File: config.mk
export PLATFORM = sky130hd
export DESIGN_NAME = operand_loader_flat
export DESIGN_NICKNAME = d
export VERILOG_FILES = /design/src/rtl/operand_loader_if.sv /design/src/rtl/operand_loader.sv /design/src/flat_wrapper.sv
export SDC_FILE = /design/constraint.sdc
export NUM_CORES = 1
export LEC_CHECK = 0
export CELL_PAD_IN_SITES_DETAIL_PLACEMENT = 0
export CELL_PAD_IN_SITES_GLOBAL_PLACEMENT = 2
export CORE_MARGIN = 2
export CORE_UTILIZATION = 33
export CTS_CLUSTER_SIZE = 12
export DETAILED_ROUTE_END_ITERATION = 6
export PLACE_DENSITY_LB_ADDON = 0.1
export SETUP_SLACK_MARGIN = 0.02
export SYNTH_ARGS = -nofsm -noshare
export SYNTH_HDL_FRONTEND = slang
export SYNTH_SLANG_ARGS = --single-unit
File: constraint.sdc
create_clock -name clk -period 4.46 [get_ports clk]
set_input_delay 0.892 -clock clk [delete_from_list [all_inputs] [get_ports clk]]
set_output_delay 0.892 -clock clk [all_outputs]
set_load 0.01 [all_outputs]
File: src/rtl/operand_loader_if.sv
// Byte-stream input and operand-pair output of the operand loader.
// The slave modport is the loader itself; master is the surrounding logic.
interface operand_loader_if;
  logic [7:0] in_data;
  logic       in_valid;
  logic       in_ready;
  logic [7:0] op_a;
  logic [7:0] op_b;
  logic       op_valid;
  logic       op_ready;

  modport master (
    output in_data, in_valid, op_ready,
    input  in_ready, op_a, op_b, op_valid
  );

  modport slave (
    input  in_data, in_valid, op_ready,
    output in_ready, op_a, op_b, op_valid
  );
endinterface

File: src/rtl/operand_loader.sv
// Collects operand A then operand B from a byte stream and presents them as a pair.
// Abandons a half-received pair if B does not arrive within TIMEOUT cycles.
module operand_loader #(
  parameter logic [7:0] TIMEOUT = 8'd200
) (
  input  logic             clk,
  input  logic             rst_n,
  input  logic             ena,
  input  logic             clr_err,
  operand_loader_if.slave  bus,
  output logic [7:0]       pair_count,
  output logic             timeout_flag
);

  typedef enum logic [1:0] {WAIT_A, WAIT_B, PRESENT} state_t;

  localparam logic [7:0] TIMER_LAST = TIMEOUT - 8'd1;

  state_t     state_reg;
  logic [7:0] timer_reg;
  logic [7:0] op_a_reg;
  logic [7:0] op_b_reg;
  logic       op_valid_reg;
  logic [7:0] pair_count_reg;
  logic       timeout_flag_reg;
  logic       xfer;

  assign bus.in_ready = ena && rst_n && (state_reg != PRESENT);
  assign xfer         = bus.in_valid && bus.in_ready;

  assign bus.op_a     = op_a_reg;
  assign bus.op_b     = op_b_reg;
  assign bus.op_valid = op_valid_reg;
  assign pair_count   = pair_count_reg;
  assign timeout_flag = timeout_flag_reg;

  always_ff @(posedge clk or negedge rst_n) begin
    if (!rst_n) begin
      state_reg        <= WAIT_A;
      timer_reg        <= 8'd0;
      op_a_reg         <= 8'd0;
      op_b_reg         <= 8'd0;
      op_valid_reg     <= 1'b0;
      pair_count_reg   <= 8'd0;
      timeout_flag_reg <= 1'b0;
    end else if (ena) begin
      // A timeout set further down overrides this clear on the same edge.
      if (clr_err) begin
        timeout_flag_reg <= 1'b0;
      end
      case (state_reg)
        WAIT_A: begin
          if (xfer) begin
            op_a_reg  <= bus.in_data;
            timer_reg <= 8'd0;
            state_reg <= WAIT_B;
          end
        end
        WAIT_B: begin
          if (xfer) begin
            op_b_reg     <= bus.in_data;
            op_valid_reg <= 1'b1;
            state_reg    <= PRESENT;
          end else if (timer_reg == TIMER_LAST) begin
            timer_reg        <= 8'd0;
            timeout_flag_reg <= 1'b1;
            state_reg        <= WAIT_A;
          end else begin
            timer_reg <= timer_reg + 8'd1;
          end
        end
        PRESENT: begin
          if (bus.op_ready) begin
            op_valid_reg   <= 1'b0;
            pair_count_reg <= pair_count_reg + 8'd1;
            state_reg      <= WAIT_A;
          end
        end
        default: begin
          state_reg <= WAIT_A;
        end
      endcase
    end
  end

endmodule

File: src/flat_wrapper.sv
// flat-port wrapper written by rule: the top's interface ports become plain ports
module operand_loader_flat 
#(
  parameter logic [7:0] TIMEOUT = 8'd200
)
  (clk, rst_n, ena, clr_err, pair_count, timeout_flag, bus_in_data, bus_in_valid, bus_op_ready, bus_in_ready, bus_op_a, bus_op_b, bus_op_valid);
  operand_loader_if bus_i ();
  input  logic clk;
  input  logic rst_n;
  input  logic ena;
  input  logic clr_err;
  output logic [7:0] pair_count;
  output logic timeout_flag;
  input wire logic [$bits(bus_i.in_data)-1:0] bus_in_data;
  input wire logic [$bits(bus_i.in_valid)-1:0] bus_in_valid;
  input wire logic [$bits(bus_i.op_ready)-1:0] bus_op_ready;
  output wire logic [$bits(bus_i.in_ready)-1:0] bus_in_ready;
  output wire logic [$bits(bus_i.op_a)-1:0] bus_op_a;
  output wire logic [$bits(bus_i.op_b)-1:0] bus_op_b;
  output wire logic [$bits(bus_i.op_valid)-1:0] bus_op_valid;
  assign bus_i.in_data = bus_in_data;
  assign bus_i.in_valid = bus_in_valid;
  assign bus_i.op_ready = bus_op_ready;
  assign bus_in_ready = bus_i.in_ready;
  assign bus_op_a = bus_i.op_a;
  assign bus_op_b = bus_i.op_b;
  assign bus_op_valid = bus_i.op_valid;
  operand_loader #(.TIMEOUT(TIMEOUT)) u_core (.clk(clk), .rst_n(rst_n), .ena(ena), .clr_err(clr_err), .bus(bus_i), .pair_count(pair_count), .timeout_flag(timeout_flag));
endmodule
; Yosys cells after proc, flatten, opt, wreduce, memory -nomap -nowiden
; Cells that the tools add are included.
[totals]
latch_bits = 0
ff_bits = 36
ram_bits = 0
rom_bits = 0
wordCells = 46
memories = 0
out_inout_bits = 27
[classes]
bitwise = 0
order_cmp = 0
n_shift = 0
add_sub_neg = 2
eq_ne = 9
mux = 16
n_mul = 0
n_div = 0
reduce_logical = 12
[op_table]
columns = cell, n
row1 = $mux W8, 3
row2 = $add A8 B1 Y8 const B, 2
row3 = $pmux W8 S2, 1
row4 = $reduce_and A4 Y1, 3
row5 = $reduce_and A3 Y1, 3
row6 = $eq A8 B8 Y1 const B, 1
row7 = $mux W2, 4
row8 = $mux W1, 6
row9 = $ne A2 B2 Y1 const B, 3
row10 = $pmux W2 S3, 1
row11 = $ne A2 B1 Y1 const B, 2
row12 = $reduce_bool A2 Y1, 2
row13 = $logic_and A1 B1 Y1, 3
row14 = $ne A3 B1 Y1 const B, 1
row15 = $eq A2 B1 Y1 const B, 1
row16 = $eq A2 B2 Y1 const B, 1
row17 = $logic_not A2 Y1, 1
row18 = $pmux W1 S2, 1

; Logic depth before layout (Yosys ltp)
; Gate-level depths: netlist of run 1.
[depth]
depth_word = 5
depth_mapped = 6
ltp_nobuf = 5

; Worst setup path before layout of run 1
; No wires, ideal clock.
[synth_timing]
kind = input port to output port
startpoint = input port ena
endpoint = output port bus_in_ready
t_arrival_ns = 1.235
stages = 2
required_time_ns = 3.568
path_slack_ns = 2.333
n_path_buf = 1
path_cell_list = buf_2 -> and3_1
[synth_between]
elab_chain_cells = 2
[synth_rtl]
columns = item, line
row1 = from (decl), flat_wrapper.sv:10  ; input logic ena;
row2 = $logic_and A1 B1 Y1 (2 in series), operand_loader.sv:28  ; assign bus.in_ready = ena && rst_n && (state_reg != PRESENT);
row3 = to (decl), flat_wrapper.sv:17  ; output wire logic [$bits(bus_i.in_ready)-1:0] bus_in_ready;
; No other way between the ends.

; Worst setup path in the final report of run 1
; Ends and elaborated chain as after synthesis.

==> impl_results.rst, run 1 <==
.. list-table::
   :header-rows: 1

   * - Metric
     - Value
   * - Path depth of the worst reg2reg path
     - 4
   * - Maximum Capacitance Violations
     - 0
   * - Worst hold path endpoint
     - u_core.pair_count[7]
   * - Critical path endpoint category
     - primary output
   * - Setup-violating endpoint count in the final report
     - 0
   * - Fin Clk Skew
     - 0.00437 ns
   * - Maximum clock rate
     - 316 MHz
   * - Cell internal power dissipation
     - 0.847 mW
   * - Adder and majority cell fraction of the synthesized area
     - 1.54%
   * - CTS HTree Levels
     - 2
   * - Vias per cell
     - 4.94
   * - Vias in the first global route
     - 1218
   * - CP bufs+invs
     - 2
   * - Design Power
     - 1.26 mW
   * - Total power density per cell area
     - 587 nW/um^2
   * - Diodes inserted
     - 0
   * - Filler instances
     - 444
   * - CP required
     - 3.57 ns
   * - Pins over their slew limit
     - 0
   * - Logic gate share of total power
     - 39.0%
   * - Static leakage
     - 0.904 nW
   * - RSZ-0062 raised after global routing
     - false
   * - Summed instance area of the synthesized netlist
     - 1620 um^2
   * - Reg-to-reg startpoint
     - u_core.state_reg[0]
   * - TritonCTS clock tree
     - yes
   * - Share of the synthesized netlist area taken by xor and xnor gates
     - 3.78%
   * - Total of hold buffers inserted after clock tree synthesis
     - 0
   * - Fraction of layout cells with a size suffix above 1
     - 15.6%
   * - Synth Instances
     - 138
   * - Maximum fanout encountered on the critical timing path
     - 9
   * - Worst-skew pair later-pin latency
     - 0.28 ns
   * - Die Footprint
     - 5490 um^2
   * - Final estimated routing congestion in global placement
     - 0.735
   * - Clock net sink count
     - 36
   * - Cell depth of the worst hold path
     - 1
   * - Pin count of the biggest net entering global routing
     - 27
   * - Multiplexer share of the synthesized area
     - 11.1%
   * - Fin crit share
     - 70.9%
   * - Global-route wire length before repair
     - 5.78 mm
   * - First-pass iteration count of the detailed router
     - 4
   * - Initial antenna violation count
     - 0
   * - Width of the die
     - 74.1 um
   * - Clock power share
     - 16.0%
   * - Residual DRC
     - 0
   * - Critical Path Source Type
     - input port
   * - Main combinational cell family by area after synthesis
     - simple AND/OR/NAND/NOR gates
   * - Worst path cell trace
     - clkdlybuf4s50_1 > and3_1 > clkdlybuf4s50_1
   * - Root Buffer
     - clkbuf_8
   * - Data arrival time of the worst path
     - 2.27 ns
   * - Cell type of the slowest stage on the worst timing path
     - clkdlybuf4s50_1
   * - Count of unique library cells instantiated by Yosys
     - 34
   * - Via count
     - 1220
   * - Hold path start
     - u_core.pair_count[7]
   * - Basic-gate share of the synthesized area counting and, or, nand and nor cells
     - 18.1%
   * - Height of the die
     - 74.1 um
   * - Count of buffers from port buffering
     - 40
   * - Final Hold Viols
     - 0
   * - GRT Residual Overflow
     - 0
   * - Most frequent cells in the layout
     - 39 x clkdlybuf4s50_1, 36 x dfrtp_1, 16 x mux2_2
   * - Core area
     - 4720 um^2
   * - Initial core utilization
     - 34.3%
   * - Post-detailed-placement half-perimeter wirelength
     - 2.50 mm
   * - Top delay family on crit path
     - buffers and inverters
   * - Worst rel slew slack
     - 50.5%
   * - Psw
     - 0.416 mW
   * - Total global routing track utilization
     - 13.9%
   * - Number of cells upsized or downsized after cts
     - 0
   * - Core Util, Final
     - 45.5%
   * - Number of flip-flops and latches in the synthesized netlist
     - 36
   * - Compound-Gate Fraction of Synth Area
     - 7.88%
   * - End of the worst register-to-register path
     - u_core.timer_reg[6]
   * - Total nets after synthesis
     - 154
   * - Outcome
     - finished, final reports clean
   * - Net Sw Frac
     - 32.9%
   * - Tightest Pin Transition
     - 0.737 ns
   * - DRT antenna net count
     - 0
   * - Number of buffers inserted during clock tree synthesis
     - 5
   * - Row count
     - 25
   * - Number of nets in the layout
     - 198
   * - Setup total negative slack
     - 0 ns
   * - Seq pwr share
     - 45.0%
   * - Crit path kind
     - in -> out
   * - Post-detailed-routing wire length
     - 3.49 mm
   * - Most common cell after layout, fill and taps aside
     - clkdlybuf4s50_1
   * - Post-CTS setup repair buffer count
     - 0
   * - Iteration-0 DRC count of the detailed router
     - 34
   * - HP Class
     - reg -> reg
   * - Final-layout worst hold slack
     - 0.469 ns
   * - Max IR drop VDD
     - 0.295 mV
   * - Largest stage delay on the critical path
     - 0.64 ns
   * - Clock period minus final worst setup slack
     - 3.16 ns
   * - R2R setup slack
     - 2.66 ns
   * - Number of ports placed on the die boundary
     - 41
   * - Routed length per instance
     - 14.1 um
   * - Sequential fraction of the synthesis area
     - 55.6%
   * - Number of warnings reported in the yosys synthesis log
     - 0
   * - Clock input transition at the sequential cells of the worst setup and hold paths
     - 0.06 ns
   * - Cell repeated most along the worst path
     - clkdlybuf4s50_1
   * - Synthesized area per cell
     - 11.7 um^2
   * - Clock Tree Buf Depth
     - 2
   * - Area added between synthesis and finish
     - 32.7%
cell families (layout without fill, tap and decap cells):
family                     Yosys count  in the layout
AOI/OAI and AO/OA                   16             16
xor gates and xnor gates             7              7
adders and majority gates            2              2
buffers and inverters                6             48
DFF                                 36             36
muxes                               16             16
and+or+nand+nor                     55             55
through the flow:
stage / std cells / worst slack (ns) / cell area [um^2]
final: 247 / 1.30 / 2150
after global routing: 247 / 1.22 / 2150
after CTS: 247 / 1.29 / 2150
after detailed placement: 242 / 1.29 / 2080
after global placement: 242 / 1.33 / 2080
after floorplan: 138 / 2.33 / 1620
cell usage after synthesis, drive strengths merged:
library cell / number / area share [%]
a22o: 1 / 0.54
or2: 1 / 0.39
o21ai: 6 / 1.9
and3: 4 / 1.5
nand2: 14 / 3.2
nor2: 6 / 1.5
and2b: 1 / 0.54
buf: 3 / 1.3
dfrtp: 36 / 56
nand3: 13 / 4.0
o41ai: 1 / 1.0
o311ai: 3 / 1.6
nand2b: 3 / 1.2
clkbuf: 1 / 0.23
xnor2: 7 / 3.8
ha: 2 / 1.5
a21boi: 1 / 0.69
and2: 1 / 0.39
nand4: 3 / 1.2
nor4: 1 / 0.39
and3b: 1 / 0.54
or4: 1 / 0.46
or3: 2 / 0.77
a32o: 1 / 0.62
or2b: 1 / 0.46
nor2b: 1 / 0.39
a21o: 1 / 0.46
mux2: 16 / 11
inv: 2 / 0.46
o221ai: 2 / 1.1
nand4b: 2 / 1.1
power groups by stage:
stage / Sequential [mW] / Combinational [mW] / Clock [mW]
final: 0.569 / 0.493 / 0.202
after global routing: 0.589 / 0.538 / 0.223
after CTS: 0.569 / 0.502 / 0.211
after detailed placement: 0.573 / 0.497 / 0
after global placement: 0.566 / 0.489 / 0
after floorplan: 0.584 / 0.232 / 0
how the worst max path moves through the flow:
| stage | start | endpoint | depth (start not counted) |
|---|---|---|---|
| floorplan | ena | bus_in_ready | 2 |
| global placement | ena | bus_in_ready | 3 |
| detailed placement | ena | bus_in_ready | 3 |
| CTS | ena | bus_in_ready | 3 |
| global route | ena | bus_in_ready | 3 |
| finish | ena | bus_in_ready | 3 |
per-layer routing:
metal	share of wire, %	wire (um)	up-vias	global-route usage (%)
li1	-	-	586	-
met1	46	1600	598	18.9
met2	47	1640	30	21.1
met3	5.6	195	6	4.47
met4	1.7	59	0	4.85
met5	0	0	-	0
cell type report:
type	count	area, um^2	area share, %
sequential	36	901	41.9
multi-input combinational	96	687	31.9
timing repair buffer	41	403	18.7
tap	67	83.8	3.90
clock buffer	5	68.8	3.20
inverter	2	7.51	0.349
(Power assumes the default switching activity.)
==> run 2, diff against run 1 <==
--- a/config.mk
+++ b/config.mk
@@ -8,7 +8,7 @@
 export CELL_PAD_IN_SITES_DETAIL_PLACEMENT = 0
 export CELL_PAD_IN_SITES_GLOBAL_PLACEMENT = 2
 export CORE_MARGIN = 2
-export CORE_UTILIZATION = 33
+export CORE_UTILIZATION = 31
 export CTS_CLUSTER_SIZE = 12
 export DETAILED_ROUTE_END_ITERATION = 6
 export PLACE_DENSITY_LB_ADDON = 0.1
==> constraint.sdc (replaced) <==
create_clock -name clk -period 3 [get_ports clk]
set_input_delay 0.6 -clock clk [delete_from_list [all_inputs] [get_ports clk]]
set_output_delay 0.6 -clock clk [all_outputs]
set_load 0.01 [all_outputs]
==> impl_results.rst, run 2 (synthesis gave the netlist of run 1 again) <==
.. list-table::
   :header-rows: 1

   * - Metric
     - Value
   * - Diodes inserted
     - 0
   * - Place WS
     - 0.442 ns
   * - Routed length per instance
     - 13.6 um
   * - R2R setup slack
     - 1.30 ns
   * - Area added between synthesis and finish
     - 34.6%
   * - Maximum clock rate
     - 391 MHz
   * - Count of buffers from port buffering
     - 40
   * - Crit path kind
     - in -> out
   * - Total power density per cell area
     - 879 nW/um^2
   * - Worst path cell trace
     - clkdlybuf4s50_1 > and3_1 > clkdlybuf4s50_1
   * - Worst Setup EP
     - bus_in_ready
   * - Vias per cell
     - 4.74
   * - Total cell area at the placement stage
     - 2090 um^2
   * - Final estimated routing congestion in global placement
     - 0.767
   * - RSZ-0062 raised after global routing
     - false
   * - Design Power
     - 1.92 mW
   * - Setup-violating endpoint count in the final report
     - 0
   * - Cell repeated most along the worst path
     - clkdlybuf4s50_1
   * - Number of buffers inserted during clock tree synthesis
     - 5
   * - Fin Clk Skew
     - 0.00465 ns
   * - Via count
     - 1205
   * - Final Hold Viols
     - 0
   * - Total global routing track utilization
     - 13.4%
   * - Most common cell after layout, fill and taps aside
     - clkdlybuf4s50_1
   * - Core area
     - 5070 um^2
   * - Post-detailed-placement half-perimeter wirelength
     - 2.54 mm
   * - DRT antenna net count
     - 0
   * - Number of ports placed on the die boundary
     - 41
   * - Maximum fanout encountered on the critical timing path
     - 9
   * - Setup total negative slack
     - 0 ns
   * - Post-detailed-routing wire length
     - 3.44 mm
   * - Final Worst Setup Slack
     - 0.443 ns
   * - Tightest Pin Transition
     - 0.554 ns
   * - Cell type of the slowest stage on the worst timing path
     - clkdlybuf4s50_1
   * - Critical path endpoint category
     - primary output
   * - Fraction of layout cells with a size suffix above 1
     - 17.4%
   * - Clock net sink count
     - 36
   * - Initial antenna violation count
     - 0
   * - Root Buffer
     - clkbuf_8
   * - Fin crit share
     - 85.2%
   * - Origin of the worst setup path
     - ena
   * - Number of nets in the layout
     - 199
   * - CP bufs+invs
     - 2
   * - Height of the die
     - 76.3 um
   * - Vias in the first global route
     - 1261
   * - Iteration-0 DRC count of the detailed router
     - 35
   * - GRT Residual Overflow
     - 0
   * - Width of the die
     - 76.3 um
   * - CP required
     - 2.40 ns
   * - Pin count of the biggest net entering global routing
     - 31
   * - Clock period minus final worst setup slack
     - 2.56 ns
   * - Path depth of the worst reg2reg path
     - 3
   * - Clock Tree Buf Depth
     - 2
   * - Reg-to-reg startpoint
     - u_core.state_reg[0]
   * - Number of cells after detailed placement
     - 246
   * - Most frequent cells in the layout
     - 39 x clkdlybuf4s50_1, 36 x dfrtp_1, 16 x mux2_2
   * - Static leakage
     - 0.920 nW
   * - Max IR drop VDD
     - 0.374 mV
   * - Number of cells upsized or downsized after cts
     - 0
   * - Maximum Capacitance Violations
     - 0
   * - Core Util, Final
     - 43.0%
   * - Pins over their slew limit
     - 0
   * - First-pass iteration count of the detailed router
     - 4
   * - Count of cell instances traversed by the critical path
     - 3
   * - Top delay family on crit path
     - buffers and inverters
   * - Data arrival time of the worst path
     - 1.96 ns
   * - Worst rel slew slack
     - 63.0%
   * - Total of hold buffers inserted after clock tree synthesis
     - 0
   * - Largest stage delay on the critical path
     - 0.62 ns
   * - Outcome
     - finished, final reports clean
   * - Global-route wire length before repair
     - 6.22 mm
   * - TritonCTS clock tree
     - yes
   * - Residual DRC
     - 0
   * - Final-layout worst hold slack
     - 0.182 ns
   * - HP Class
     - in -> async
   * - Final instance area
     - 2180 um^2
   * - Critical Path Source Type
     - input port
   * - Final non-filler cell total
     - 254
   * - Worst-skew pair later-pin latency
     - 0.28 ns
   * - End of the worst register-to-register path
     - u_core.bus.op_b[5]
   * - CTS HTree Levels
     - 2
   * - Row count
     - 26
   * - Die Footprint
     - 5820 um^2
   * - Post-CTS setup repair buffer count
     - 0
   * - Clock input transition at the sequential cells of the worst setup and hold paths
     - 0.07 ns
   * - Filler instances
     - 510
   * - Initial core utilization
     - 31.9%
## run 2: metal layers
| metal | vias up | part of all wire (%) | GRT usage [%] |
|---|---|---|---|
| met5 | - | 0 | 0 |
| li1 | 587 | - | - |
| met3 | 2 | 3.7 | 4.50 |
| met1 | 591 | 47 | 18.1 |
| met2 | 25 | 49 | 20.4 |
| met4 | 0 | 0.32 | 4.36 |
## run 2: worst min path at each step
stage,to,cells past startpoint,slack (ns),from
floorplan,u_core.bus.op_a[0],0,0.30,rst_n
global placement,u_core.pair_count[7],1,0.46,u_core.pair_count[7]
detailed placement,u_core.pair_count[7],1,0.48,u_core.pair_count[7]
CTS,u_core.state_reg[0],1,0.17,rst_n
global route,u_core.state_reg[0],1,0.17,rst_n
finish,u_core.state_reg[0],1,0.18,rst_n
## run 2: worst reg2reg max path, cell delays in order, from the launching register on
cell and delay [ns]:
dfrtp_1 0.45, or2b_1 0.28, nor2_2 0.46, mux2_2 0.40
## run 2: final cells by class
cell class	count	area (um^2)	share of cell area, %
Clock buffer	5	68.8	3.16
Clock inverter	3	18.8	0.861
Inverter	2	7.51	0.344
Multi-Input combinational cell	96	687	31.5
Sequential cell	36	901	41.3
Tap cell	70	87.6	4.02
Timing Repair Buffer	42	410	18.8
## run 2: power by group
part           internal [mW]  switching (mW)  leakage, nW  total, mW
clock network          0.162           0.176       0.0479      0.338
registers              0.671           0.168        0.440      0.838
logic                  0.444           0.297        0.432      0.741
